<file path="config.mk">
export PLATFORM = sky130hd
export DESIGN_NAME = pipeline_ctrl
export DESIGN_NICKNAME = d
export VERILOG_FILES = /design/src/rtl/pipeline_ctrl_pkg.sv /design/src/rtl/load_use_detect.sv /design/src/rtl/pipeline_ctrl.sv
export SDC_FILE = /design/constraint.sdc
export NUM_CORES = 1
export LEC_CHECK = 0
export ABC_AREA = 1
export ABC_CLOCK_PERIOD_IN_PS = 1700
export CAP_MARGIN = 20
export CELL_PAD_IN_SITES_DETAIL_PLACEMENT = 0
export CELL_PAD_IN_SITES_GLOBAL_PLACEMENT = 1
export CORE_MARGIN = 3
export CORE_UTILIZATION = 32
export CTS_BUF_LIST = sky130_fd_sc_hd__clkbuf_2 sky130_fd_sc_hd__clkbuf_4 sky130_fd_sc_hd__clkbuf_8
export DETAILED_ROUTE_END_ITERATION = 10
export GPL_TIMING_DRIVEN = 1
export HOLD_SLACK_MARGIN = 0.03
export PLACE_DENSITY = 0.77
export SLEW_MARGIN = 20
export SYNTH_ARGS = -nofsm -noshare
export SYNTH_HDL_FRONTEND = slang
export SYNTH_HIERARCHICAL = 1
export SYNTH_SLANG_ARGS = --single-unit
</file>
<file path="constraint.sdc">
create_clock -name clock -period 1.7 [get_ports clock]
set_input_delay 0.425 -clock clock [delete_from_list [all_inputs] [get_ports clock]]
set_output_delay 0.425 -clock clock [all_outputs]
set_load 0.03 [all_outputs]
</file>
<file path="src/rtl/pipeline_ctrl_pkg.sv">
// Shared definitions for the pipeline sequencer, latch and decode blocks.
package pipeline_ctrl_pkg;

    // Sequencer state encoding, fixed so other blocks can decode it directly.
    typedef enum logic {
        RUN     = 1'b0,
        MD_WAIT = 1'b1
    } ctrl_state_e;

    localparam int REG_W_DEF      = 5;
    localparam int MD_TIMEOUT_DEF = 64;
    localparam int CNT_W_DEF      = 32;

    // Width of a counter that must hold 0..limit-1.
    function automatic int cntWidth(input int limit);
        return (limit <= 2) ? 1 : $clog2(limit);
    endfunction

endpackage

</file>
<file path="src/rtl/load_use_detect.sv">
// Combinational load-use hazard compare between the DX load and the FD reader.
// Shared with the bypass logic, so keep it free of sequencer state.
module load_use_detect
    import pipeline_ctrl_pkg::*;
#(
    parameter int REG_W = REG_W_DEF
) (
    input  logic [REG_W-1:0] fd_rs,
    input  logic [REG_W-1:0] fd_rt,
    input  logic             fd_uses_rt,
    input  logic             dx_is_load,
    input  logic [REG_W-1:0] dx_rd,
    output logic             hazard
);

    logic rsMatch;
    logic rtMatch;
    logic rdLive;

    // Writes to register zero are discarded, so they never create a hazard.
    always_comb begin
        rdLive  = (dx_rd != '0);
        rsMatch = (dx_rd == fd_rs);
        rtMatch = fd_uses_rt && (dx_rd == fd_rt);
        hazard  = dx_is_load && rdLive && (rsMatch || rtMatch);
    end

endmodule

</file>
<file path="src/rtl/pipeline_ctrl.sv">
// Central sequencer for the PC/FD/DX/XM/MW latches: load-use stalls,
// taken-branch squashes and mult/div front-end freezes, plus a saturating
// stall-cycle counter for performance debug.
module pipeline_ctrl
    import pipeline_ctrl_pkg::*;
#(
    parameter int MD_TIMEOUT = MD_TIMEOUT_DEF,
    parameter int CNT_W      = CNT_W_DEF,
    parameter int REG_W      = REG_W_DEF
) (
    input  logic             clock,
    input  logic             reset,
    input  logic [REG_W-1:0] fd_rs,
    input  logic [REG_W-1:0] fd_rt,
    input  logic             fd_uses_rt,
    input  logic             dx_is_load,
    input  logic [REG_W-1:0] dx_rd,
    input  logic             dx_is_multdiv,
    input  logic             dx_branch_taken,
    input  logic             md_ready,
    output logic             pc_en,
    output logic             fd_en,
    output logic             dx_en,
    output logic             xm_en,
    output logic             mw_en,
    output logic             fd_flush,
    output logic             dx_flush,
    output logic             xm_flush,
    output logic             md_start,
    output logic             md_busy,
    output logic             md_timeout,
    output logic [CNT_W-1:0] stall_cycles
);

    localparam int TO_W = cntWidth(MD_TIMEOUT);
    localparam logic [TO_W-1:0] TO_LAST = TO_W'(MD_TIMEOUT - 1);

    ctrl_state_e     state;
    ctrl_state_e     stateNext;
    logic [TO_W-1:0] toCnt;
    logic [TO_W-1:0] toCntNext;
    logic            hazard;
    logic            forcedRelease;
    logic            mdTimeoutReg;
    logic [CNT_W-1:0] stallCnt;

    // Raw (pre-reset-gating) controls from the next-state logic.
    logic pcEnRaw;
    logic fdEnRaw;
    logic dxEnRaw;
    logic xmEnRaw;
    logic mwEnRaw;
    logic fdFlushRaw;
    logic dxFlushRaw;
    logic xmFlushRaw;
    logic mdStartRaw;
    logic mdBusyRaw;

    load_use_detect #(
        .REG_W(REG_W)
    ) uLoadUse (
        .fd_rs      (fd_rs),
        .fd_rt      (fd_rt),
        .fd_uses_rt (fd_uses_rt),
        .dx_is_load (dx_is_load),
        .dx_rd      (dx_rd),
        .hazard     (hazard)
    );

    // State and timeout counter; reset drops straight back to RUN.
    always_ff @(posedge clock or negedge reset) begin
        if (!reset) begin
            state <= RUN;
            toCnt <= '0;
        end else begin
            state <= stateNext;
            toCnt <= toCntNext;
        end
    end

    // Next-state and latch controls; branch and load-use only matter in RUN.
    always_comb begin
        stateNext     = state;
        toCntNext     = toCnt;
        forcedRelease = 1'b0;
        pcEnRaw       = 1'b1;
        fdEnRaw       = 1'b1;
        dxEnRaw       = 1'b1;
        xmEnRaw       = 1'b1;
        mwEnRaw       = 1'b1;
        fdFlushRaw    = 1'b0;
        dxFlushRaw    = 1'b0;
        xmFlushRaw    = 1'b0;
        mdStartRaw    = 1'b0;
        mdBusyRaw     = 1'b0;
        case (state)
            RUN: begin
                if (dx_is_multdiv) begin
                    // Freeze the front end, bubble into XM, kick the unit.
                    mdStartRaw = 1'b1;
                    pcEnRaw    = 1'b0;
                    fdEnRaw    = 1'b0;
                    dxEnRaw    = 1'b0;
                    xmFlushRaw = 1'b1;
                    stateNext  = MD_WAIT;
                    toCntNext  = '0;
                end else if (dx_branch_taken) begin
                    fdFlushRaw = 1'b1;
                    dxFlushRaw = 1'b1;
                end else if (hazard) begin
                    // One-cycle stall: the load moves on, a nop fills DX.
                    pcEnRaw    = 1'b0;
                    fdEnRaw    = 1'b0;
                    dxFlushRaw = 1'b1;
                end
            end
            MD_WAIT: begin
                mdBusyRaw = 1'b1;
                if (md_ready || (toCnt == TO_LAST)) begin
                    // Release: the op advances to XM with everything enabled.
                    stateNext     = RUN;
                    forcedRelease = !md_ready;
                end else begin
                    pcEnRaw    = 1'b0;
                    fdEnRaw    = 1'b0;
                    dxEnRaw    = 1'b0;
                    xmFlushRaw = 1'b1;
                    toCntNext  = toCnt + 1'b1;
                end
            end
            default: begin
                stateNext = RUN;
            end
        endcase
    end

    // Sticky flag recording that a mult/div was released without md_ready.
    always_ff @(posedge clock or negedge reset) begin
        if (!reset) begin
            mdTimeoutReg <= 1'b0;
        end else if (forcedRelease) begin
            mdTimeoutReg <= 1'b1;
        end
    end

    // Saturating count of cycles where the PC was held.
    always_ff @(posedge clock or negedge reset) begin
        if (!reset) begin
            stallCnt <= '0;
        end else if (!pc_en && (stallCnt != {CNT_W{1'b1}})) begin
            stallCnt <= stallCnt + 1'b1;
        end
    end

    // While reset is asserted every latch control is held inactive.
    assign pc_en        = reset & pcEnRaw;
    assign fd_en        = reset & fdEnRaw;
    assign dx_en        = reset & dxEnRaw;
    assign xm_en        = reset & xmEnRaw;
    assign mw_en        = reset & mwEnRaw;
    assign fd_flush     = reset & fdFlushRaw;
    assign dx_flush     = reset & dxFlushRaw;
    assign xm_flush     = reset & xmFlushRaw;
    assign md_start     = reset & mdStartRaw;
    assign md_busy      = mdBusyRaw;
    assign md_timeout   = mdTimeoutReg;
    assign stall_cycles = stallCnt;

endmodule

</file>
# Word level (Yosys, flattened, before mapping)
# Cells that the tools add are included.
[totals]
memories = 0
rom_bits = 0
elab_cells = 53
out_inout_bits = 43
in_bits = 22
latchBits = 0
ff_bits = 40
ram_bits = 0
[op_classes]
shift = 0
n_bitwise = 7
magnitude_cmp = 0
n_reduce_logical = 10
multipliers = 0
n_div = 0
addsub = 2
n_eq_ne = 6
muxes = 24
[op_table]
columns = ["cell", "count"]
rows = [
  ["32-bit by 1-bit adder with 32-bit output, second input constant", 1],
  ["32-bit != test, second input constant", 1],
  ["1-bit 2-to-1 mux", 18],
  ["6-bit 2-to-1 mux", 2],
  ["6-bit case mux with 2 select lines", 1],
  ["5-bit equality test", 2],
  ["6-bit by 1-bit adder with 6-bit output, second input constant", 1],
  ["1-bit bitwise AND", 6],
  ["6-bit equality test, second input constant", 1],
  ["1-bit case mux with 2 select lines", 3],
  ["5-bit nonzero test", 1],
  ["1-bit logical AND", 4],
  ["2-bit != test, second input constant", 2],
  ["1-bit zero test", 2],
  ["1-bit logical OR", 2],
  ["2-bit AND reduction", 1],
  ["1-bit NOT", 1],
]

# Logic depth before layout (Yosys ltp)
# Gate-level depths: netlist of the first run.
[depth]
ltp_word = 11
mapped_depth = 13
ltp_nobuf = 12

# Modules after synthesis
# Netlist of the first run, hierarchy kept.
[by_module_without_submodules]
columns = ["module", "seq_area_each_um2", "cells_each", "area_each_um2", "instances"]
rows = [
  ["pipeline_ctrl", 1001.0, 414, 2678.8, 1],
  ["load_use_detect", 0.0, 52, 206.4, 1],
]

# Worst setup path before layout of the first run
# OpenSTA, ideal clock, no wires.
[synth_path]
kind = "register to output"
startpoint = "register toCnt[0]"
endpoint = "output pc_en"
t_required_ns = 1.275
t_arrival_ns = 1.545
path_stages_with_launch = 7
path_buffers = 1
slack_ns = -0.270
cell_sequence = "dfrtp_1 > ha_1 > nand3_2 > o21ai_2 > nand3_2 > inv_1 > buf_4"
[synth_between]
elab_chain_cells = 5
[synth_rtl]
columns = ["element", "line_no", "source"]
rows = [
  ["start: declaration", "pipeline_ctrl.sv:40", "logic [TO_W-1:0] toCnt;"],
  ["start signal: assignment", "pipeline_ctrl.sv:77", "toCnt <= toCntNext;"],
  ["6-bit equality test", "pipeline_ctrl.sv:119", "if (md_ready || (toCnt == TO_LAST)) begin"],
  ["1-bit logical OR", "pipeline_ctrl.sv:119", ""],
  ["1-bit 2-to-1 mux", "--", ""],
  ["1-bit case mux with 2 select lines", "--", ""],
  ["1-bit bitwise AND", "--", ""],
  ["end: declaration", "pipeline_ctrl.sv:21", "output logic pc_en,"],
]
# Every way passes these cells.

# Worst setup path in the final report of the first run
[layout_path]
startpoint = "register toCnt[0]"
endpoint = "output pc_en"
[layout_between]
elab_chain_cells = 5
[layout_rtl]
columns = ["element", "line_no", "source"]
rows = [
  ["6-bit equality test", "pipeline_ctrl.sv:119", ""],
  ["1-bit logical OR", "pipeline_ctrl.sv:119", ""],
  ["1-bit 2-to-1 mux", "pipeline_ctrl.sv:119", ""],
  ["1-bit case mux with 2 select lines", "pipeline_ctrl.sv:96", "case (state)"],
  ["1-bit bitwise AND", "pipeline_ctrl.sv:156", "assign pc_en = reset & pcEnRaw;"],
]
# Every way passes these cells.

==> results of run 1 <==
## cells in the final DEF, fill, tap and decap left out, types with 2 or more instances in the layout
| master | count |
|---|---|
| nand2_1 | 204 |
| nor2_1 | 62 |
| inv_1 | 40 |
| dfrtp_1 | 37 |
| dlygate4sd2_1 | 35 |
| buf_4 | 31 |
| nand3_1 | 21 |
| buf_6 | 18 |
| nand2_2 | 14 |
| inv_2 | 12 |
| xor2_1 | 8 |
| nor2_2 | 7 |
| buf_2 | 7 |
| nor2_4 | 6 |
| o21ai_0 | 6 |
| xnor2_1 | 6 |
| clkbuf_8 | 6 |
| buf_12 | 5 |
| nand3_4 | 3 |
| nand3_2 | 3 |
| nand4_1 | 3 |
| o21ai_1 | 3 |
| buf_8 | 3 |
| dfrtp_2 | 3 |
| inv_4 | 2 |
| nand2_4 | 2 |
| nand3b_1 | 2 |
| a21oi_1 | 2 |
| ha_4 | 2 |
| clkinvlp_4 | 2 |
| bufbuf_16 | 2 |
| clkdlybuf4s50_1 | 2 |
| clkdlybuf4s15_1 | 2 |
## cell usage after synthesis, drive strengths merged
| cell | number | area [µm²] |
|---|---|---|
| nand2 | 221 | 860.8 |
| nor2 | 75 | 291.5 |
| o22ai | 1 | 6.260 |
| o21ai | 11 | 58.81 |
| buf | 8 | 78.82 |
| ha | 2 | 25.02 |
| inv | 55 | 211.5 |
| dfrtp | 40 | 1001 |
| nand3 | 27 | 150.2 |
| xor2 | 8 | 70.07 |
| a22o | 1 | 8.760 |
| nand4 | 3 | 18.77 |
| xnor2 | 7 | 61.31 |
| a21oi | 4 | 20.02 |
| nand3b | 2 | 15.01 |
| o31ai | 1 | 7.510 |
## stage by stage
step	hold WS [ns]	util (%)	total power [mW]	std cells
detailed placement	0.3961	44.15	2.220	659
finish	0.06500	49.28	3.100	680
global placement	0.4132	44.15	2.209	659
CTS	0.07013	47.10	3.025	675
floorplan	0.1294	-	1.775	466
global route	0.05641	49.28	3.294	680
## path summary, 6_finish.rpt
kind / startpoint / endpoint / slack [ns] / cells after the start
max reg2reg: toCnt[0] / stall_cycles[25] / -0.25 / 12
max in group asynchronous: reset / stall_cycles[1] / 1.14 / 3
min in group clock: md_timeout / md_timeout / 0.47 / 2
max: toCnt[0] / pc_en / -0.30 / 7
min reg2reg: md_timeout / md_timeout / 0.47 / 2
min: reset / state / 0.07 / 2
## per-layer routing
metal  GRT usage, %  wire length, µm  up-vias
met5              0                0        -
met4          4.601              104        0
met3          2.284              248       11
met2          30.53             4296       44
met1          24.90             4136     1399
li1               -                -     1620
## kinds of logic (layout without fill, tap and decap cells)
logic type | after synthesis | after routing | synth area share (%)
xor gates and xnor gates | 15 | 15 | 4.553
adders and majority gates | 2 | 2 | 0.8672
DFF | 40 | 40 | 34.69
buffers and inverters | 63 | 169 | 10.06
AOI/OAI and AO/OA | 18 | 18 | 3.513
and+or+nand+nor | 328 | 328 | 46.31
## worst max-delay path, stage by stage (launching register included)
cell     delay (ns)
dfrtp_1        0.41
ha_4           0.17
nand3_4        0.09
o21ai_4        0.19
buf_6          0.13
nand3_4        0.08
inv_4          0.07
buf_6          0.12
## what timing repair did
action	4_1_cts	5_1_grt
pin swaps	26	21
buffers inserted	5	6
cloned	3	0
resized for setup	132	50
endpoints found under the setup margin	73	40
## state kept, by name, indices dropped and copies added, names as in the netlist
register	flops
toCnt	6
stall_cycles	32
state	1
md_timeout	1
## power breakdown
part / internal (mW) / switching (mW) / total (mW) / leakage (nW)
logic: 0.566 / 0.608 / 1.17 / 1.61
registers: 1.06 / 0.161 / 1.22 / 0.537
clock network: 0.329 / 0.377 / 0.706 / 0.0434
## cell type report
| cell class | count | area [µm²] | area share (%) |
|---|---|---|---|
| Multi-Input combinational cell | 363 | 1778 | 41.37 |
| Timing Repair Buffer | 106 | 1055 | 24.54 |
| Clock inverter | 2 | 15.01 | 0.3493 |
| Sequential cell | 40 | 1005 | 23.38 |
| Clock buffer | 6 | 82.58 | 1.921 |
| Inverter | 55 | 227.7 | 5.298 |
| Tap cell | 108 | 135.1 | 3.144 |
==> out/metrics.cfg, run 1 <==
[timing]
max_slew_margin_pct = 78.23
fin_setup_tns_ns = -7.874
fin_skew_ns = 0.007613
drv_slew = 0
fin_crit_sh_pct = 117.5
rsz0062_at_grt = true
tightest_slew_ns = 0.3279
finalSetupViolCount = 37
period_needed_ns = 1.997
layout_setup_ws_ns = -0.2972
clock.fmax_mhz = 500.7
hold_viol_final = 0

[worst_setup_path]
worstPathArrival_ns = 1.57
end_kind = output port
cp_max_fo = 3
critPathKind = reg -> out
cp_data_required_time_ns = 1.27
worstSetupStartpointType = flip-flop

[cts]
cts_sinks = 40
clkLatencyLatePin_ns = 0.31
tritoncts = yes
cts_buffers = 5
ctsHoldBuffers = 0
cts_max_path_buffers = 2
htreeDepth = 2
clkTransAtPathRegs_ns = 0.09
cts-root-buf = clkbuf_8

[die]
dieArea_mm2 = 0.01019
start_util_pct = 33.08
coreArea_mm2 = 0.008721
chipWidth_um = 101.0
io_pins = 65
fp.dieH_um = 101.0
rows = 34

[job]
cap_violations = 0

[global_routing]
grt-ovfl-total = 0
grt_max_degree = 28
grt_pass1_wl_mm = 14.62
grt_pass1_vias = 2961
grt.total_usage_pct = 18.23
antenna_found_initial = 0

[synthesis]
avgSynthCellArea_um2 = 6.192
postSynthCellCount = 466
syn_area_mm2 = 0.002885
ys_seq_area_share_pct = 34.69
ys_types = 25
yosys_warnings = 6
synth_fp_nets = 490
synth-seq-cells = 40

[routing]
vias = 3074
detail-route-antenna-nets = 0
dr.pass1.iters = 4
drt-total-wl_mm = 8.786
drt-vias-per-instance = 4.521
drc = 0
drt_iter0_drc = 87
wire_per_inst_um = 12.92

[cells_and_area]
fill_cells = 872
syn_to_final_growth_pct = 48.96
final_nets = 595
design_area_mm2 = 0.004298
diodes = 0
drive_gt1_share_pct = 23.78

[placed_design]
placed_area_mm2 = 0.003850
pre_cts_ws_ns = -0.7429
gp_congestion = 0.8188
portBuffers = 64
hpwl_mm = 6.497

[outcome]
violations = negative setup slack
status = finished with violations

[min_path]
min_path_type = in -> async

[power]
ir_drop_v = 0.0006512
p_leak_nw = 2.194
pwr_density_cell_mw_per_mm2 = 721.2

Note: power is estimated with default switching activity, not from simulation.
==> inputs of run 2 (changes only) <==
--- a/config.mk
+++ b/config.mk
@@ -10,6 +10,7 @@
 export CAP_MARGIN = 20
 export CELL_PAD_IN_SITES_DETAIL_PLACEMENT = 0
 export CELL_PAD_IN_SITES_GLOBAL_PLACEMENT = 1
+export CORE_ASPECT_RATIO = 1.75
 export CORE_MARGIN = 3
 export CORE_UTILIZATION = 32
 export CTS_BUF_LIST = sky130_fd_sc_hd__clkbuf_2 sky130_fd_sc_hd__clkbuf_4 sky130_fd_sc_hd__clkbuf_8
==> run 2 against run 1 <==
Net effect:
- the flow still finishes with violations (negative setup slack)
- combinational power is 10% higher
- flip-flop and latch count stayed put
- clock power is 18% higher
- fmax is 1.6% higher
- core utilization is 2.3 points higher
- sequential power hardly changed
- worst hold slack better by 0.33 ns
- largest cell class unchanged
- non-clock buffer count is 19 higher
==> out/metrics.cfg, run 2 (same netlist as run 1, synthesis figures left out) <==
[worst_setup_path]
reg2reg_depth = 12  ; unchanged
worstPathArrival_ns = 1.54  ; was 1.57 ns
critPathLaunch = toCnt[1]  ; was toCnt[0]
end_kind = output port  ; unchanged
reg2reg_from = toCnt[1]  ; was toCnt[0]
critPathKind = reg -> out  ; unchanged
rr_endpoint = stall_cycles[12]  ; was stall_cycles[25]
endpoint = pc_en  ; unchanged
cp_data_required_time_ns = 1.27  ; about the same
worstSetupStartpointType = flip-flop  ; unchanged
cp_max_fo = 3  ; unchanged
ff2ff_setup_slack_ns = -0.20  ; was -0.25 ns

[timing]
rsz0062_at_grt = true  ; unchanged
fin_skew_ns = 0.008348  ; was 0.007613 ns
hold_viol_final = 0  ; unchanged
tightest_slew_ns = 0.5383  ; was 0.3279 ns
max_slew_margin_pct = 64.12  ; was 78.23%
layout_setup_ws_ns = -0.2663  ; was -0.2972 ns
drv_slew = 0  ; unchanged
period_needed_ns = 1.966  ; was 1.997 ns
fin_crit_sh_pct = 115.7  ; was 117.5%
clock.fmax_mhz = 508.6  ; was 500.7 MHz
hold_ws_ns = 0.3906  ; was 0.06500 ns
finalSetupViolCount = 36  ; was 37

[cells_and_area]
multi_input_area_mm2 = 0.001773  ; was 0.001778 mm²
design_area_mm2 = 0.004501  ; was 0.004298 mm²
final_common_cell = nand2_1  ; unchanged
syn_to_final_growth_pct = 55.98  ; was 48.96%
diodes = 0  ; unchanged
fill_cells = 907  ; was 872
drive_gt1_share_pct = 28.09  ; was 23.78%
final_cell_mix = nand2_1, nor2_1, buf_4  ; was nand2_1, nor2_1, inv_1
final_nets = 614  ; was 595
register_area_mm2 = 0.001017  ; was 0.001005 mm²
largest_reg_flops = 32  ; unchanged
fin_util_pct = 51.57  ; was 49.28%

[die]
io_pins = 65  ; unchanged
chipWidth_um = 77.78  ; was 101.0 µm
dieArea_mm2 = 0.01024  ; was 0.01019 mm²
start_util_pct = 33.06  ; was 33.08%
coreArea_mm2 = 0.008727  ; was 0.008721 mm²
rows = 45  ; was 34
fp.dieH_um = 131.6  ; was 101.0 µm

[global_routing]
grt_pass1_vias = 3153  ; was 2961
grt.total_usage_pct = 18.80  ; was 18.23%
antenna_found_initial = 0  ; unchanged
grt-ovfl-total = 0  ; unchanged
grt_max_degree = 41  ; was 28
grt_pass1_wl_mm = 15.03  ; was 14.62 mm

[routing]
drt-vias-per-instance = 4.548  ; was 4.521
dr.pass1.iters = 4  ; unchanged
drc = 0  ; unchanged
wire_per_inst_um = 13.47  ; was 12.92 µm
detail-route-antenna-nets = 0  ; unchanged
drt_iter0_drc = 158  ; was 87
vias = 3220  ; was 3074
drt-total-wl_mm = 9.534  ; was 8.786 mm

[power]
p_leak_nw = 2.303  ; was 2.194 nW
pwr_density_cell_mw_per_mm2 = 743.1  ; was 721.2 mW/mm²
ir_drop_v = 0.0006327  ; was 0.0006512 V

[placed_design]
portBuffers = 64  ; unchanged
placed_area_mm2 = 0.003939  ; was 0.003850 mm²
pre_cts_ws_ns = -0.6901  ; was -0.7429 ns
gp_congestion = 0.8466  ; was 0.8188
hpwl_mm = 7.131  ; was 6.497 mm

[cts]
tritoncts = yes  ; unchanged
ctsHoldBuffers = 0  ; unchanged
clkTransAtPathRegs_ns = 0.09  ; about the same
cts_buffers = 5  ; unchanged
cts-root-buf = clkbuf_8  ; unchanged
cts_sinks = 40  ; unchanged
htreeDepth = 2  ; unchanged
clkLatencyLatePin_ns = 0.31  ; about the same
cts_max_path_buffers = 2  ; unchanged

[job]
cap_violations = 0  ; unchanged

[min_path]
min_path_type = in -> async  ; unchanged

[outcome]
violations = negative setup slack  ; unchanged
status = finished with violations  ; unchanged

-- run 2: routing by layer --
| metal | up-vias | wire [µm] | part of all wire, % | global-route usage [%] |
|---|---|---|---|---|
| li1 | 1660 | - | - | - |
| met1 | 1472 | 3382 | 35 | 18.45 |
| met2 | 74 | 5537 | 58 | 37.02 |
| met3 | 14 | 384 | 4.0 | 3.429 |
| met4 | 0 | 230 | 2.4 | 7.525 |
| met5 | - | 0 | 0 | 0 |
-- run 2: power breakdown --
group / switching (mW) / leakage, nW / internal, mW / total (mW)
Clock: 0.388 / 0.0548 / 0.443 / 0.830
Sequential: 0.167 / 0.520 / 1.06 / 1.23
Combinational: 0.640 / 1.73 / 0.647 / 1.29
Total: 1.19 / 2.30 / 2.15 / 3.34
-- run 2: worst min path at each step --
stage	from	end	slack [ns]	cells past startpoint
2_1_floorplan	reset	md_timeout	0.13	0
3_3_place_gp	md_timeout	md_timeout	0.46	2
6_report	reset	toCnt[4]	0.39	3
5_1_grt	reset	toCnt[4]	0.43	3
4_1_cts	reset	toCnt[4]	0.42	3
3_5_place_dp	md_timeout	md_timeout	0.48	2
-- run 2: what timing repair did --
action,in CTS,in global routing
pin swaps,26,22
setup endpoints to repair,73,42
setup buffers,11,8
resized for setup,147,55
gates cloned,3,0
-- run 2: area by class of cell --
class	count	share of cell area, %
clock buffer	5	1.529
sequential	40	22.60
tap	117	3.253
clock inverter	3	1.029
inverter	55	5.115
timing repair buffer	125	27.08
multi-input combinational	363	39.39
-- run 2: worst max-delay path, stage by stage (launching register included) --
cell     delay [ns]
dfrtp_1        0.40
ha_4           0.16
nand3_4        0.09
o21ai_4        0.18
buf_6          0.13
nand3_4        0.08
inv_4          0.07
buf_6          0.12
-- run 2: stage by stage --
step | std cells | total power, mW | TNS, ns
6_report | 708 | 3.344 | -6.632
5_1_grt | 708 | 3.544 | -9.978
4_1_cts | 702 | 3.275 | -7.981
3_5_place_dp | 680 | 2.259 | -24.33
3_3_place_gp | 680 | 2.244 | -23.26
2_1_floorplan | 466 | 1.775 | -0.2255
==> inputs of run 3 (changes only) <==
--- a/config.mk
+++ b/config.mk
@@ -6,18 +6,18 @@
 export NUM_CORES = 1
 export LEC_CHECK = 0
 export ABC_AREA = 1
-export ABC_CLOCK_PERIOD_IN_PS = 1700
+export ABC_CLOCK_PERIOD_IN_PS = 2200
 export CAP_MARGIN = 20
 export CELL_PAD_IN_SITES_DETAIL_PLACEMENT = 0
 export CELL_PAD_IN_SITES_GLOBAL_PLACEMENT = 1
 export CORE_ASPECT_RATIO = 1.75
 export CORE_MARGIN = 3
-export CORE_UTILIZATION = 32
+export CORE_UTILIZATION = 36
 export CTS_BUF_LIST = sky130_fd_sc_hd__clkbuf_2 sky130_fd_sc_hd__clkbuf_4 sky130_fd_sc_hd__clkbuf_8
 export DETAILED_ROUTE_END_ITERATION = 10
 export GPL_TIMING_DRIVEN = 1
 export HOLD_SLACK_MARGIN = 0.03
-export PLACE_DENSITY = 0.77
+export PLACE_DENSITY = 0.82
 export SLEW_MARGIN = 20
 export SYNTH_ARGS = -nofsm -noshare
 export SYNTH_HDL_FRONTEND = slang
==> constraint.sdc (replaced) <==
create_clock -name clock -period 2.2 [get_ports clock]
set_input_delay 0.55 -clock clock [delete_from_list [all_inputs] [get_ports clock]]
set_output_delay 0.55 -clock clock [all_outputs]
set_load 0.03 [all_outputs]
==> run 3 against run 2 <==
Net effect:
- the flow now finishes without violations
- non-clock buffer count shrank 39
- power shrank 34%
- critical path depth is the same
- setup slack improved by 0.31 ns
- final cell count is 9.6% lower
- die area fell by 10%
- highest routed layer unchanged
- first-iteration DRC count down 51%
- global-route usage shrank 0.095 points
- critical endpoint is now xm_flush
- critical path type is now in -> out
- flip-flop and latch count unchanged
==> out/metrics.cfg, run 3 (same netlist as run 1, synthesis figures left out) <==
[die]
rows = 42  ; was 45
fp.dieH_um = 124.4  ; was 131.6 µm
start_util_pct = 37.61  ; was 33.06%
dieArea_mm2 = 0.009167  ; was 0.01024 mm²
io_pins = 65  ; unchanged
chipWidth_um = 73.68  ; was 77.78 µm
coreArea_mm2 = 0.007672  ; was 0.008727 mm²

[cells_and_area]
fin_util_pct = 49.87  ; was 51.57%
final_nets = 575  ; was 614
fin_cells = 640  ; was 708
final_common_cell = nand2_1  ; unchanged
largest_reg_flops = 32  ; unchanged
final_cell_mix = nand2_1, nor2_1, inv_1  ; was nand2_1, nor2_1, buf_4
syn_to_final_growth_pct = 32.61  ; was 55.98%
multi_input_area_mm2 = 0.001659  ; was 0.001773 mm²
diodes = 0  ; unchanged
drive_gt1_share_pct = 15.04  ; was 28.09%
register_area_mm2 = 0.001002  ; was 0.001017 mm²
fill_cells = 815  ; was 907

[routing]
wire_per_inst_um = 12.46  ; was 13.47 µm
drt-total-wl_mm = 7.974  ; was 9.534 mm
dr.pass1.iters = 5  ; was 4
detail-route-antenna-nets = 0  ; unchanged
drt-vias-per-instance = 4.620  ; was 4.548
vias = 2957  ; was 3220
drt_iter0_drc = 78  ; was 158
drc = 0  ; unchanged

[worst_setup_path]
cp_max_fo = 3  ; unchanged
critPathTopFamily = buffers and inverters  ; was flip-flops
cp_data_required_time_ns = 1.65  ; was 1.27 ns
reg2reg_from = stall_cycles[0]  ; was toCnt[1]
cp_num_buf_inv = 3  ; unchanged
worstSetupStartpointType = primary input  ; was flip-flop
crit_path_top_delay_cell = clkdlybuf4s50_1  ; was dfrtp_1
end_kind = output port  ; unchanged
worstPathArrival_ns = 1.61  ; was 1.54 ns
critPathKind = in -> out  ; was reg -> out
crit_chain = clkdlybuf4s50_1, nor2_2, o21ai_4, nand2_4, inv_2, nor2_1, buf_4  ; was ha_4, nand3_4, o21ai_4, buf_6, nand3_4, inv_4, buf_6
slowest_delay_ns = 0.41  ; was 0.40 ns
critPathLaunch = md_ready  ; was toCnt[1]

[timing]
tightest_slew_ns = 0.5303  ; was 0.5383 ns
hold_viol_final = 0  ; unchanged
period_needed_ns = 2.160
finalSetupViolCount = 0  ; was 36
clock.fmax_mhz = 463.0
max_slew_margin_pct = 64.65  ; was 64.12%
fin_crit_sh_pct = 98.18
fin_skew_ns = 0.008763  ; was 0.008348 ns
rsz0062_at_grt = true  ; unchanged
drv_slew = 0  ; unchanged

[power]
pwr_density_cell_mw_per_mm2 = 576.7  ; was 743.1 mW/mm²
clkPwrFrac_pct = 22.8  ; was 24.8%
internal-power_mw = 1.389  ; was 2.149 mW
seq_power_share_pct = 42.4  ; was 36.7%
switching_share_pct = 37.03  ; was 35.73%
p_leak_nw = 1.877  ; was 2.303 nW
power_frac_comb_pct = 34.8  ; was 38.5%
ir_drop_v = 0.0004760  ; was 0.0006327 V
power_mw = 2.206  ; was 3.344 mW
power.switching_mw = 0.8171  ; was 1.195 mW

[global_routing]
use_met2_pct = 35.25  ; was 37.02%
grt_pass1_wl_mm = 13.55  ; was 15.03 mm
grt_max_degree = 41  ; unchanged
antenna_found_initial = 0  ; unchanged
grt_busiest_layer = met2  ; unchanged
grt-ovfl-total = 0  ; unchanged
grt_util_met1_pct = 19.46  ; was 18.45%
gr-usage-met3_pct = 2.827  ; was 3.429%
grt_pass1_vias = 2966  ; was 3153
grt.total_usage_pct = 18.71  ; was 18.80%

[placed_design]
dp.cells = 624  ; was 680
hpwl_mm = 6.276  ; was 7.131 mm
portBuffers = 64  ; unchanged
gp_congestion = 0.9045  ; was 0.8466

[cts]
cts-root-buf = clkbuf_8  ; unchanged
htreeDepth = 2  ; unchanged
cts_buffers = 5  ; unchanged
cts_sinks = 40  ; unchanged
tritoncts = yes  ; unchanged
cts_max_path_buffers = 2  ; unchanged
clkTransAtPathRegs_ns = 0.08  ; was 0.09 ns
ctsHoldBuffers = 0  ; unchanged
clkLatencyLatePin_ns = 0.31  ; about the same

[min_path]
min_path_type = in -> async  ; unchanged

[job]
cap_violations = 0  ; unchanged

[outcome]
status = completed  ; was finished with violations

## run 3: layout make-up
cell class / count / share of cell area [%]
multi-input cells: 363 / 43.36
clock inverters: 3 / 0.4905
inverters: 55 / 5.526
flip-flops and latches: 40 / 26.19
repair buffers: 86 / 19.75
well taps: 88 / 2.878
clock buffers: 5 / 1.799
## run 3: power groups by stage
stage               logic (mW)  registers (mW)  clock network, mW
finish                   0.767           0.937              0.503
detailed placement       0.674           0.946                  0
global route             0.843           0.954              0.552
CTS                      0.732           0.926              0.520
floorplan                0.313            1.03                  0
global placement         0.666           0.944                  0
## run 3: per-layer routing
| metal | vias to the layer above | part of all wire, % |
|---|---|---|
| li1 | 1578 | - |
| met1 | 1302 | 37 |
| met2 | 64 | 56 |
| met3 | 13 | 4.0 |
| met4 | 0 | 2.6 |
| met5 | - | 0 |
## run 3: worst min-delay path: stages
cell and delay, ns:
buf_2 0.12, buf_4 0.12, buf_4 0.43
## run 3: repair_timing
action | CTS | global route
setup buffers | 6 | 2
gates resized for setup | 37 | 41
pin swaps | 15 | 20
endpoints found under the setup margin | 35 | 6
## run 3: path summary, 6_finish.rpt
kind | end | slack, ns | depth (start not counted)
setup / recovery | xm_flush | 0.04 | 7
hold / removal | stall_cycles[3] | 0.48 | 3
setup reg to reg | stall_cycles[2] | 0.37 | 10
hold reg to reg | md_timeout | 0.50 | 2
max in group asynchronous | state | 1.33 | 3
min in group clock | md_timeout | 0.50 | 2
## run 3: through the flow
stage	cell area [µm²]	setup slack, ns	TNS (ns)	hold slack, ns
5_1_grt	3826	-0.02673	-0.08205	0.5225
4_1_cts	3806	0.002306	0	0.5076
6_report	3826	0.04009	0	0.4760
3_3_place_gp	3647	-0.3799	-9.937	0.4467
2_1_floorplan	2885	0.07099	0	0.2544
3_5_place_dp	3647	-0.4204	-11.50	0.4887
